===== config.mk =====
export PLATFORM = sky130hd
export DESIGN_NAME = neuron_train_sched
export DESIGN_NICKNAME = d
export VERILOG_FILES = /design/src/rtl/neuron_train_sched.sv
export SDC_FILE = /design/constraint.sdc
export NUM_CORES = 1
export LEC_CHECK = 0
export ABC_AREA = 1
export CORE_UTILIZATION = 45
export DETAILED_ROUTE_END_ITERATION = 6
export GPL_ROUTABILITY_DRIVEN = 1
export PLACE_DENSITY_LB_ADDON = 0.08
export SLEW_MARGIN = 20
export SYNTH_ARGS = -nofsm -noshare
export SYNTH_HDL_FRONTEND = slang
export SYNTH_SLANG_ARGS = --single-unit

===== constraint.sdc =====
create_clock -name clk -period 11.2 [get_ports clk]
set_input_delay 2.24 -clock clk [delete_from_list [all_inputs] [get_ports clk]]
set_output_delay 2.24 -clock clk [all_outputs]
set_load 0.03 [all_outputs]

===== src/rtl/neuron_train_sched.sv =====
// Supervised-training sequencer for one neuron_learn: buffers a sample burst, seeds the
// neuron, then replays epochs with learning. Optional macro NEURON_SCHED_SHUFFLE_EN.
module neuron_train_sched #(
    parameter int N           = 16,
    parameter int DEPTH       = 8,
    parameter int SEED_CYCLES = 4,
    parameter int SETTLE      = 2,
    parameter int MAX_EPOCHS  = 255,
    parameter int ERR_THRESH  = 4,
    parameter int ZW          = 8,
    localparam int EW         = $clog2(MAX_EPOCHS + 1),
    localparam int AW         = ZW + $clog2(DEPTH)
) (
    input  logic            clk,
    input  logic            rst,
    input  logic            start,
    input  logic            abort,
    input  logic            smp_valid,
    output logic            smp_ready,
    input  logic            smp_last,
    input  logic [N*ZW-1:0] smp_in,
    input  logic [ZW-1:0]   smp_expected,
    output logic            n_trigger,
    output logic            n_valid,
    output logic            n_learn,
    output logic [N*ZW-1:0] n_in,
    output logic [ZW-1:0]   n_expected_out,
    input  logic [ZW-1:0]   n_out,
    output logic            busy,
    output logic            done,
    output logic            converged,
    output logic [EW-1:0]   epoch_cnt,
    output logic [AW-1:0]   epoch_err
);

    localparam int CW = $clog2(DEPTH + 1);
    localparam int IW = $clog2(DEPTH);
    localparam int PW = $clog2(SETTLE + 2);
    localparam int SW = $clog2(SEED_CYCLES + 1);

    typedef enum logic [2:0] {
        S_IDLE,
        S_LOAD,
        S_SEED,
        S_TRAIN,
        S_EVAL,
        S_DONE
    } state_t;

    state_t            state_q, state_d;
    logic [CW-1:0]     cnt_q, cnt_d;
    logic [IW-1:0]     idx_q, idx_d;
    logic [IW-1:0]     pos_q, pos_d;
    logic [PW-1:0]     phase_q, phase_d;
    logic [SW-1:0]     seed_q, seed_d;
    logic [AW-1:0]     acc_q, acc_d;
    logic [EW-1:0]     ecnt_q, ecnt_d;
    logic [AW-1:0]     eerr_q, eerr_d;
    logic              conv_q, conv_d;
    logic [N*ZW-1:0]   nin_q, nin_d;
    logic [ZW-1:0]     nexp_q, nexp_d;
    logic              wr_en;
    logic [ZW-1:0]     abs_err;

    logic [N*ZW-1:0]   mem_in  [DEPTH];
    logic [ZW-1:0]     mem_exp [DEPTH];

`ifdef NEURON_SCHED_SHUFFLE_EN
    logic [7:0]        lfsr_q, lfsr_d;
`endif

    assign busy      = (state_q == S_LOAD) || (state_q == S_SEED) ||
                       (state_q == S_TRAIN) || (state_q == S_EVAL);
    assign done      = (state_q == S_DONE);
    assign converged = conv_q;
    assign epoch_cnt = ecnt_q;
    assign epoch_err = eerr_q;

    always_comb begin
        state_d        = state_q;
        cnt_d          = cnt_q;
        idx_d          = idx_q;
        pos_d          = pos_q;
        phase_d        = phase_q;
        seed_d         = seed_q;
        acc_d          = acc_q;
        ecnt_d         = ecnt_q;
        eerr_d         = eerr_q;
        conv_d         = conv_q;
        nin_d          = nin_q;
        nexp_d         = nexp_q;
        smp_ready      = 1'b0;
        wr_en          = 1'b0;
        n_trigger      = 1'b0;
        n_valid        = 1'b0;
        n_learn        = 1'b0;
        n_in           = nin_q;
        n_expected_out = nexp_q;
        abs_err        = '0;
`ifdef NEURON_SCHED_SHUFFLE_EN
        lfsr_d         = lfsr_q;
`endif
        case (state_q)
            S_IDLE, S_DONE: begin
                if (start && abort) begin
                    state_d = S_DONE;
                    conv_d  = 1'b0;
                end else if (start) begin
                    state_d = S_LOAD;
                    cnt_d   = '0;
                    ecnt_d  = '0;
                    eerr_d  = '0;
                    conv_d  = 1'b0;
                end
            end
            S_LOAD: begin
                smp_ready = (32'(cnt_q) < DEPTH);
                wr_en     = smp_valid && smp_ready;
                // Show entry 0 (bypassing the write for the first sample) so n_in is
                // already settled in the cycle before the first seed trigger.
                n_in           = (cnt_q == '0) ? smp_in : mem_in[0];
                n_expected_out = (cnt_q == '0) ? smp_expected : mem_exp[0];
                nin_d          = n_in;
                nexp_d         = n_expected_out;
                if (wr_en) begin
                    cnt_d = cnt_q + 1'b1;
                    if (smp_last || (32'(cnt_q) + 1 == DEPTH)) begin
                        state_d = S_SEED;
                        phase_d = '0;
                        seed_d  = '0;
                    end
                end
            end
            S_SEED: begin
                n_in           = mem_in[0];
                n_expected_out = mem_exp[0];
                nin_d          = n_in;
                nexp_d         = n_expected_out;
                n_trigger      = (phase_q == '0);
                if (phase_q == '0) begin
                    phase_d = PW'(1);
                end else begin
                    phase_d = '0;
                    if (32'(seed_q) == SEED_CYCLES - 1) begin
                        state_d = S_TRAIN;
                        pos_d   = '0;
                        acc_d   = '0;
`ifdef NEURON_SCHED_SHUFFLE_EN
                        idx_d   = IW'(lfsr_q % 8'(cnt_q));
`else
                        idx_d   = '0;
`endif
                    end else begin
                        seed_d = seed_q + 1'b1;
                    end
                end
            end
            S_TRAIN: begin
                n_in           = mem_in[idx_q];
                n_expected_out = mem_exp[idx_q];
                nin_d          = n_in;
                nexp_d         = n_expected_out;
                n_valid        = 1'b1;
                n_learn        = 1'b1;
                n_trigger      = (32'(phase_q) == 1);
                if (32'(phase_q) == SETTLE + 1) begin
                    abs_err = (mem_exp[idx_q] >= n_out) ? (mem_exp[idx_q] - n_out)
                                                        : (n_out - mem_exp[idx_q]);
                    acc_d   = acc_q + AW'(abs_err);
                    phase_d = '0;
                    // pos counts visits; idx wraps so a shuffled start still covers all entries
                    if (32'(pos_q) == 32'(cnt_q) - 1) begin
                        state_d = S_EVAL;
                    end else begin
                        pos_d = pos_q + 1'b1;
                        idx_d = (32'(idx_q) == 32'(cnt_q) - 1) ? '0 : idx_q + 1'b1;
                    end
                end else begin
                    phase_d = phase_q + 1'b1;
                end
            end
            S_EVAL: begin
                eerr_d = acc_q;
                if (32'(ecnt_q) < MAX_EPOCHS) ecnt_d = ecnt_q + 1'b1;
`ifdef NEURON_SCHED_SHUFFLE_EN
                lfsr_d = {1'b0, lfsr_q[7:1]} ^ (lfsr_q[0] ? 8'hB8 : 8'h00);
`endif
                if (32'(acc_q) <= ERR_THRESH * 32'(cnt_q)) begin
                    state_d = S_DONE;
                    conv_d  = 1'b1;
                end else if (32'(ecnt_q) + 1 == MAX_EPOCHS) begin
                    state_d = S_DONE;
                    conv_d  = 1'b0;
                end else begin
                    state_d = S_TRAIN;
                    pos_d   = '0;
                    acc_d   = '0;
                    phase_d = '0;
`ifdef NEURON_SCHED_SHUFFLE_EN
                    idx_d   = IW'(lfsr_d % 8'(cnt_q));
`else
                    idx_d   = '0;
`endif
                end
            end
            default: state_d = S_IDLE;
        endcase
        if (abort && busy) begin
            state_d = S_DONE;
            conv_d  = 1'b0;
            eerr_d  = eerr_q;
            ecnt_d  = ecnt_q;
`ifdef NEURON_SCHED_SHUFFLE_EN
            lfsr_d  = lfsr_q;
`endif
        end
    end

    always_ff @(posedge clk) begin
        if (rst) begin
            state_q <= S_IDLE;
            cnt_q   <= '0;
            idx_q   <= '0;
            pos_q   <= '0;
            phase_q <= '0;
            seed_q  <= '0;
            acc_q   <= '0;
            ecnt_q  <= '0;
            eerr_q  <= '0;
            conv_q  <= 1'b0;
            nin_q   <= '0;
            nexp_q  <= '0;
`ifdef NEURON_SCHED_SHUFFLE_EN
            lfsr_q  <= 8'hA5;
`endif
        end else begin
            state_q <= state_d;
            cnt_q   <= cnt_d;
            idx_q   <= idx_d;
            pos_q   <= pos_d;
            phase_q <= phase_d;
            seed_q  <= seed_d;
            acc_q   <= acc_d;
            ecnt_q  <= ecnt_d;
            eerr_q  <= eerr_d;
            conv_q  <= conv_d;
            nin_q   <= nin_d;
            nexp_q  <= nexp_d;
`ifdef NEURON_SCHED_SHUFFLE_EN
            lfsr_q  <= lfsr_d;
`endif
        end
    end

    always_ff @(posedge clk) begin
        if (wr_en) begin
            mem_in[cnt_q[IW-1:0]]  <= smp_in;
            mem_exp[cnt_q[IW-1:0]] <= smp_expected;
        end
    end

endmodule

=== After elaboration in Yosys (flattened, before gate mapping) ===
Memory sizes are Yosys's and may differ from the RTL's. A register that Yosys moved wholly into a read port is not among the register bits.
Cells that the tools add are included.

* $lt $le $gt $ge: 4
* Add/subtract/negate cells: 12
* Multiply operators: 0
* Multiplexer cells: 72
* Shift operators: 0
* Div/mod/pow operators: 0
* Reductions and logical operators: 27
* Bitwise gates (word level): 1
* Eq/ne operators: 34

{| class="wikitable"
|+ Operators by type and width
! kind !! count
|-
| $pmux 128 s3 || 1
|-
| $mux 128 || 1
|-
| $mux 3 || 28
|-
| $mux 11 || 7
|-
| $eq 3x32->1 || 2
|-
| $mux 8 || 5
|-
| $pmux 11 s3 || 1
|-
| $pmux 8 s3 || 1
|-
| $pmux 11 s2 || 1
|-
| $reduce_and 7->1 || 3
|-
| $ne 3x1->1 const B || 6
|-
| $pmux 3 s3 || 2
|-
| $pmux 8 s2 || 1
|-
| $sub 8x8->8 || 2
|-
| $pmux 3 s5 || 1
|-
| $reduce_and 5->1 || 3
|-
| $ne 2x2->1 const B || 7
|-
| $mux 4 || 3
|-
| $ne 2x1->1 const B || 6
|-
| $add 11x8->11 || 1
|-
| $le 11x6->1 || 1
|-
| $mux 1 || 10
|-
| $mux 2 || 5
|-
| $add 3x1->3 const B || 3
|-
| other kinds (36) || 49
|}

* Bits in latches: 0
* Memories kept: 2
* Register bits: 185
* Bits in writable memories: 1088
* Input bits: 150
* ROM bits: 0

{| class="wikitable"
|+ Memory list
! memory !! depth !! bits a word !! rd ports !! clocked after memory_dff !! wr ports !! line !! source
|-
| mem_in || 8 || 128 || 2 || 1 || 1 || 65 || <nowiki>logic [N*ZW-1:0] mem_in [DEPTH];</nowiki>
|-
| mem_exp || 8 || 8 || 2 || 1 || 1 || 66 || <nowiki>logic [ZW-1:0] mem_exp [DEPTH];</nowiki>
|}

=== Logic depth before layout (Yosys ltp) ===
* Depth in word-level cells: 8
* Gate-level depth with buffers: 33
* Depth with buffers taken out: 29

=== Worst setup path after synthesis ===
OpenSTA, ideal clock, no wires.

* Kind: input -> register
* Start point: input smp_valid
* End point: memory mem_exp[7][0] (enable)
* Arrival time: 8.147 ns
* Setup slack: 2.418 ns
* Cell stages on the path: 4
* Setup time: 0.635 ns
* Cell sequence: nand2_1 > inv_1 > nand2_1 > nor2_1

* Cells in the longest elaborated chain, start to end: 4

{| class="wikitable"
|+ Ends and longest elaborated chain
! item !! line !! source
|-
| start, declared || 18 || <nowiki>input logic smp_valid,</nowiki>
|-
| $logic_and 1x1->1 || 118 || <nowiki>wr_en = smp_valid && smp_ready;</nowiki>
|-
| $mux 1 || 103 || <nowiki>case (state_q)</nowiki>
|-
| $mux 1 || 256 || <nowiki>if (wr_en) begin</nowiki>
|-
| $mux 1 (implied by the code) || 258 || <nowiki>mem_exp[cnt_q[IW-1:0]] <= smp_expected;</nowiki>
|-
| end, declared || 66 ||
|}

No other way between the ends.

=== Final worst setup path ===
* Start point: register cnt_q[0]
* End point: output n_in[49]

* Cells in the longest elaborated chain, start to end: 3

{| class="wikitable"
|+ Ends and longest elaborated chain
! item !! line !! source
|-
| start, declared || 51 || <nowiki>logic [CW-1:0] cnt_q, cnt_d;</nowiki>
|-
| start signal, assigned || 238 || <nowiki>cnt_q <= cnt_d;</nowiki>
|-
| $logic_not 4->1 || 121 || <nowiki>n_in = (cnt_q == '0) ? smp_in : mem_in[0];</nowiki>
|-
| $mux 128 || 121 ||
|-
| $pmux 128 s3 || -- ||
|-
| end, declared || 26 || <nowiki>output logic [N*ZW-1:0] n_in,</nowiki>
|}

No other way between the ends.

==> metrics.md <==
| Metric | Value |
|---|---|
| Routability cong. | 0.782 |
| # rows | approximately 130 |
| CP Class | flip-flop to primary output |
| DR vias/cell | 5.63 |
| Critical-path top delay cell | clkdlybuf4s50_1 |
| Pleak | 20.8 nW |
| Final Cycle Share | between 60% and 70% |
| Post CTS Setup Buffer Count | 0 |
| CTS root buf | clkbuf_16 |
| Reg clk slew, reported paths | 0.06 ns |
| Slew headroom | 12.6% |
| Max Transition Viols Final | 0 |
| GR Overflow Total | 0 |
| CP endpoint kind | primary output |
| Sequential area share after synthesis | between 60% and 70% |
| Post-synth top area cell | edfxtp_1 |
| Synthesized area per cell | 11.4 µm² |
| Crit-path cells | inv_1 > ha_1 > nand3_4 > buf_4 > buf_4 > nor2_1 > o2111ai_1 > clkdlybuf4s50_1 |
| Initial drt markers | 2725 |
| Initial antenna violation count | 13 |
| Synth unique cells | 43 |
| DP Wirelength | 73.4 mm |
| Critical path required time | ~9 ns |
| Routed len/inst | between 20 and 25 µm |
| Largest net degree at the start of global routing | 249 |
| Final setup fails | 0 |
| Cts bufs inserted | 140 |
| # hold bufs at CTS | 0 |
| Number of global-route vias before repair | between 30k and 40k |
| Share of layout cells above drive strength 1 | under 10% |
| Core ar. | 118000 µm² |
| Via count | 36.8k |
| Starting density of the core | 45.4% |
| Final min period | 7.13 ns |
| Post-synth EDFFs | about 1.1k |
| Final ANT Viol Nets | 0 |
| Fin Clk Skew | slightly above 0.02 ns |
| Num ports | 312 |
| RSZ-0062 raised after global routing | false |
| Slew @ Worst Pin | 1.31 ns |
| Port Buf Inserts | 311 |
| Die Ht | 347 µm |
| Max Clock Freq | approximately 0.14 GHz |
| Warnings from Yosys | 0 |
| DRC Markers | 0 |
| Die W | 347 µm |
| Die area | 120000 µm² |
| Area contributors post-synth | edfxtp_1, dfxtp_1, o21ai_0 |
| Mapped Nets | around 4.9k |
| Critical Path Most Common Cell | buf_4 |
| Fraction of registers with async set/reset | 0% |
| Reg2reg path depth | 25 |
| Longest Clk Path Bufs | 3 |
| Post-synthesis cell count | 4704 |
| Hold depth | 2 |
| Layout Cells excl Fill | 6529 |
| Setup TNS | 0 ns |
| Worst Hold Class | flip-flop to flip-flop |
| Largest stage delay, worst path | roughly 0.78 ns |
| Placed Cells | between 6k and 7k |
| Nets | 5065 |
| # resized after CTS | 0 |
| Pwr per Cell Area | 249 nW/µm² |
| CTS tree | built |
| Clk_lat worst skew | 0.72 ns |
| Status | finished, final reports clean |
| Total track usage | between 20% and 30% |
| Worst VDD drop | between 0.2 and 0.25 mV |
| Clk sinks | 1276 |
| Main synth FF type | edfxtp_1 |
| CP Data Arrival Time | between 4 and 5 ns |
| Hold Vio Cnt, Final | 0 |
| P&R area growth vs syn | 16.0% |
| Flops & latches, synth | 1276 |
| WL final | 147 mm |
| Number of max-cap violations | 0 |
| Max Fanout on Critical Path | 64 |
| Initial DRT Pass Iterations | 5 |
| CP startpoint kind | flip-flop |
| H-tree depth | 4 |
| Yosys top cell area share | 61.0% |
| First-pass GRT wire length | 220 mm |
| Syn Std Cell Area | 53600 µm² |
## synth_stat cells (11+ instances only)
master        n
nand4_1      53
o211ai_1    176
buf_6        14
nor2_1      551
edfxtp_1   1088
o21ai_0     579
dfxtp_1     188
ha_1         38
buf_2        87
o2111ai_1    97
and2_1      136
nand2_1     597
o22ai_1      39
clkbuf_1    209
xor2_1       11
inv_1       219
buf_1        17
o21ai_1      50
a21oi_1     255
o221ai_1     98
nand3_1     153
## worst paths after layout
check,from,to,slack [ns]
max,cnt_q[0],n_in[49],4.07
min,epoch_err[2],epoch_err[2],0.46
max reg2reg,flip-flop,acc_q[5],5.17
min reg2reg,epoch_err[2],epoch_err[2],0.46
## per-layer routing
layer  GRT usage (%)  wire, µm
met5               0        84
met4            6.11      2890
met3            4.06      8160
met2            39.3     68500
met1            33.4     66900
## sequential cells by signal, summed over array words and instances, names as in the netlist, 4 cells and up, named ones only
name	count
epoch_cnt	8
mem_in	1024
acc_q	11
epoch_err	11
nin_q	128
cnt_q	4
nexp_q	8
mem_exp	64
## through the flow
stage	setup WS, ns	hold WS [ns]	power, mW	area (µm²)	utilization, %
after CTS	4.04	0.465	15.6	62100	52.6
after global routing	3.80	0.479	16.2	62100	52.6
after floorplan	2.42	0.455	9.16	53600	-
after detailed placement	4.64	0.456	11.2	57800	48.9
final	4.07	0.464	15.5	62200	52.6
after global placement	4.67	0.456	11.2	57700	48.9
## cell families after synthesis
group                    after synthesis  synth area share (%)
AND/OR/NAND/NOR                     1507                  11.9
AO/OA/AOI/OAI                       1305                  14.5
flip-flops                          1276                  68.0
buffers and inverters                560                  4.35
adder cells (fa/ha/maj)               41                 0.999
XOR/XNOR                              15                 0.245
## worst max-delay path: cells and delay by family (launching register included)
kind	cells	cell delay [ns]
buf+inv	4	2.24
simple gates	2	0.55
flops	1	0.50
compound gates	1	0.50
fa+ha+maj	1	0.28
## cell type report
type	instances	area [µm²]
diodes	3	7.51
repair buffers	359	3590
fillers	10300	55900
clock buffers	210	4050
inverters	229	893
clock inverters	48	320
flip-flops and latches	1276	36400
well taps	1536	1920
multi-input cells	2868	14900
## power by group
group	total, mW	internal [mW]	switching, mW	leakage, nW
registers	5.75	5.59	0.153	11.3
clock network	4.39	2.55	1.84	2.14
logic	5.34	1.76	3.58	7.31
total	15.5	9.90	5.57	20.8
## placed cells by master (no fill, tap or decap), types with 4 or more instances in the layout
cell type        synthesis  routed
and2_1                 136     136
nand2_1                597     595
inv_1                  219     218
inv_2                    9       4
nand4_1                 53      53
clkinv_2                 0      17
xnor2_1                  4       4
nor3_1                   6       6
clkbuf_1               209      48
edfxtp_1              1088    1088
o211ai_1               176     176
a21oi_1                255     255
buf_12                   0       9
xor2_1                  11      11
ha_1                    38      38
clkinv_1                 1      20
o2111ai_1               97      97
dfxtp_1                188     185
clkdlybuf4s50_1          0     311
buf_4                    4      39
inv_6                    0       7
o21ai_0                579     579
nand3_1                153     152
nor2_1                 551     542
clkbuf_16                0     146
o221ai_1                98      98
nor2_4                   1      10
o21ai_1                 50      50
clkbuf_8                 0      16
o22ai_1                 39      39
Note: power is estimated with default switching activity, not from simulation.
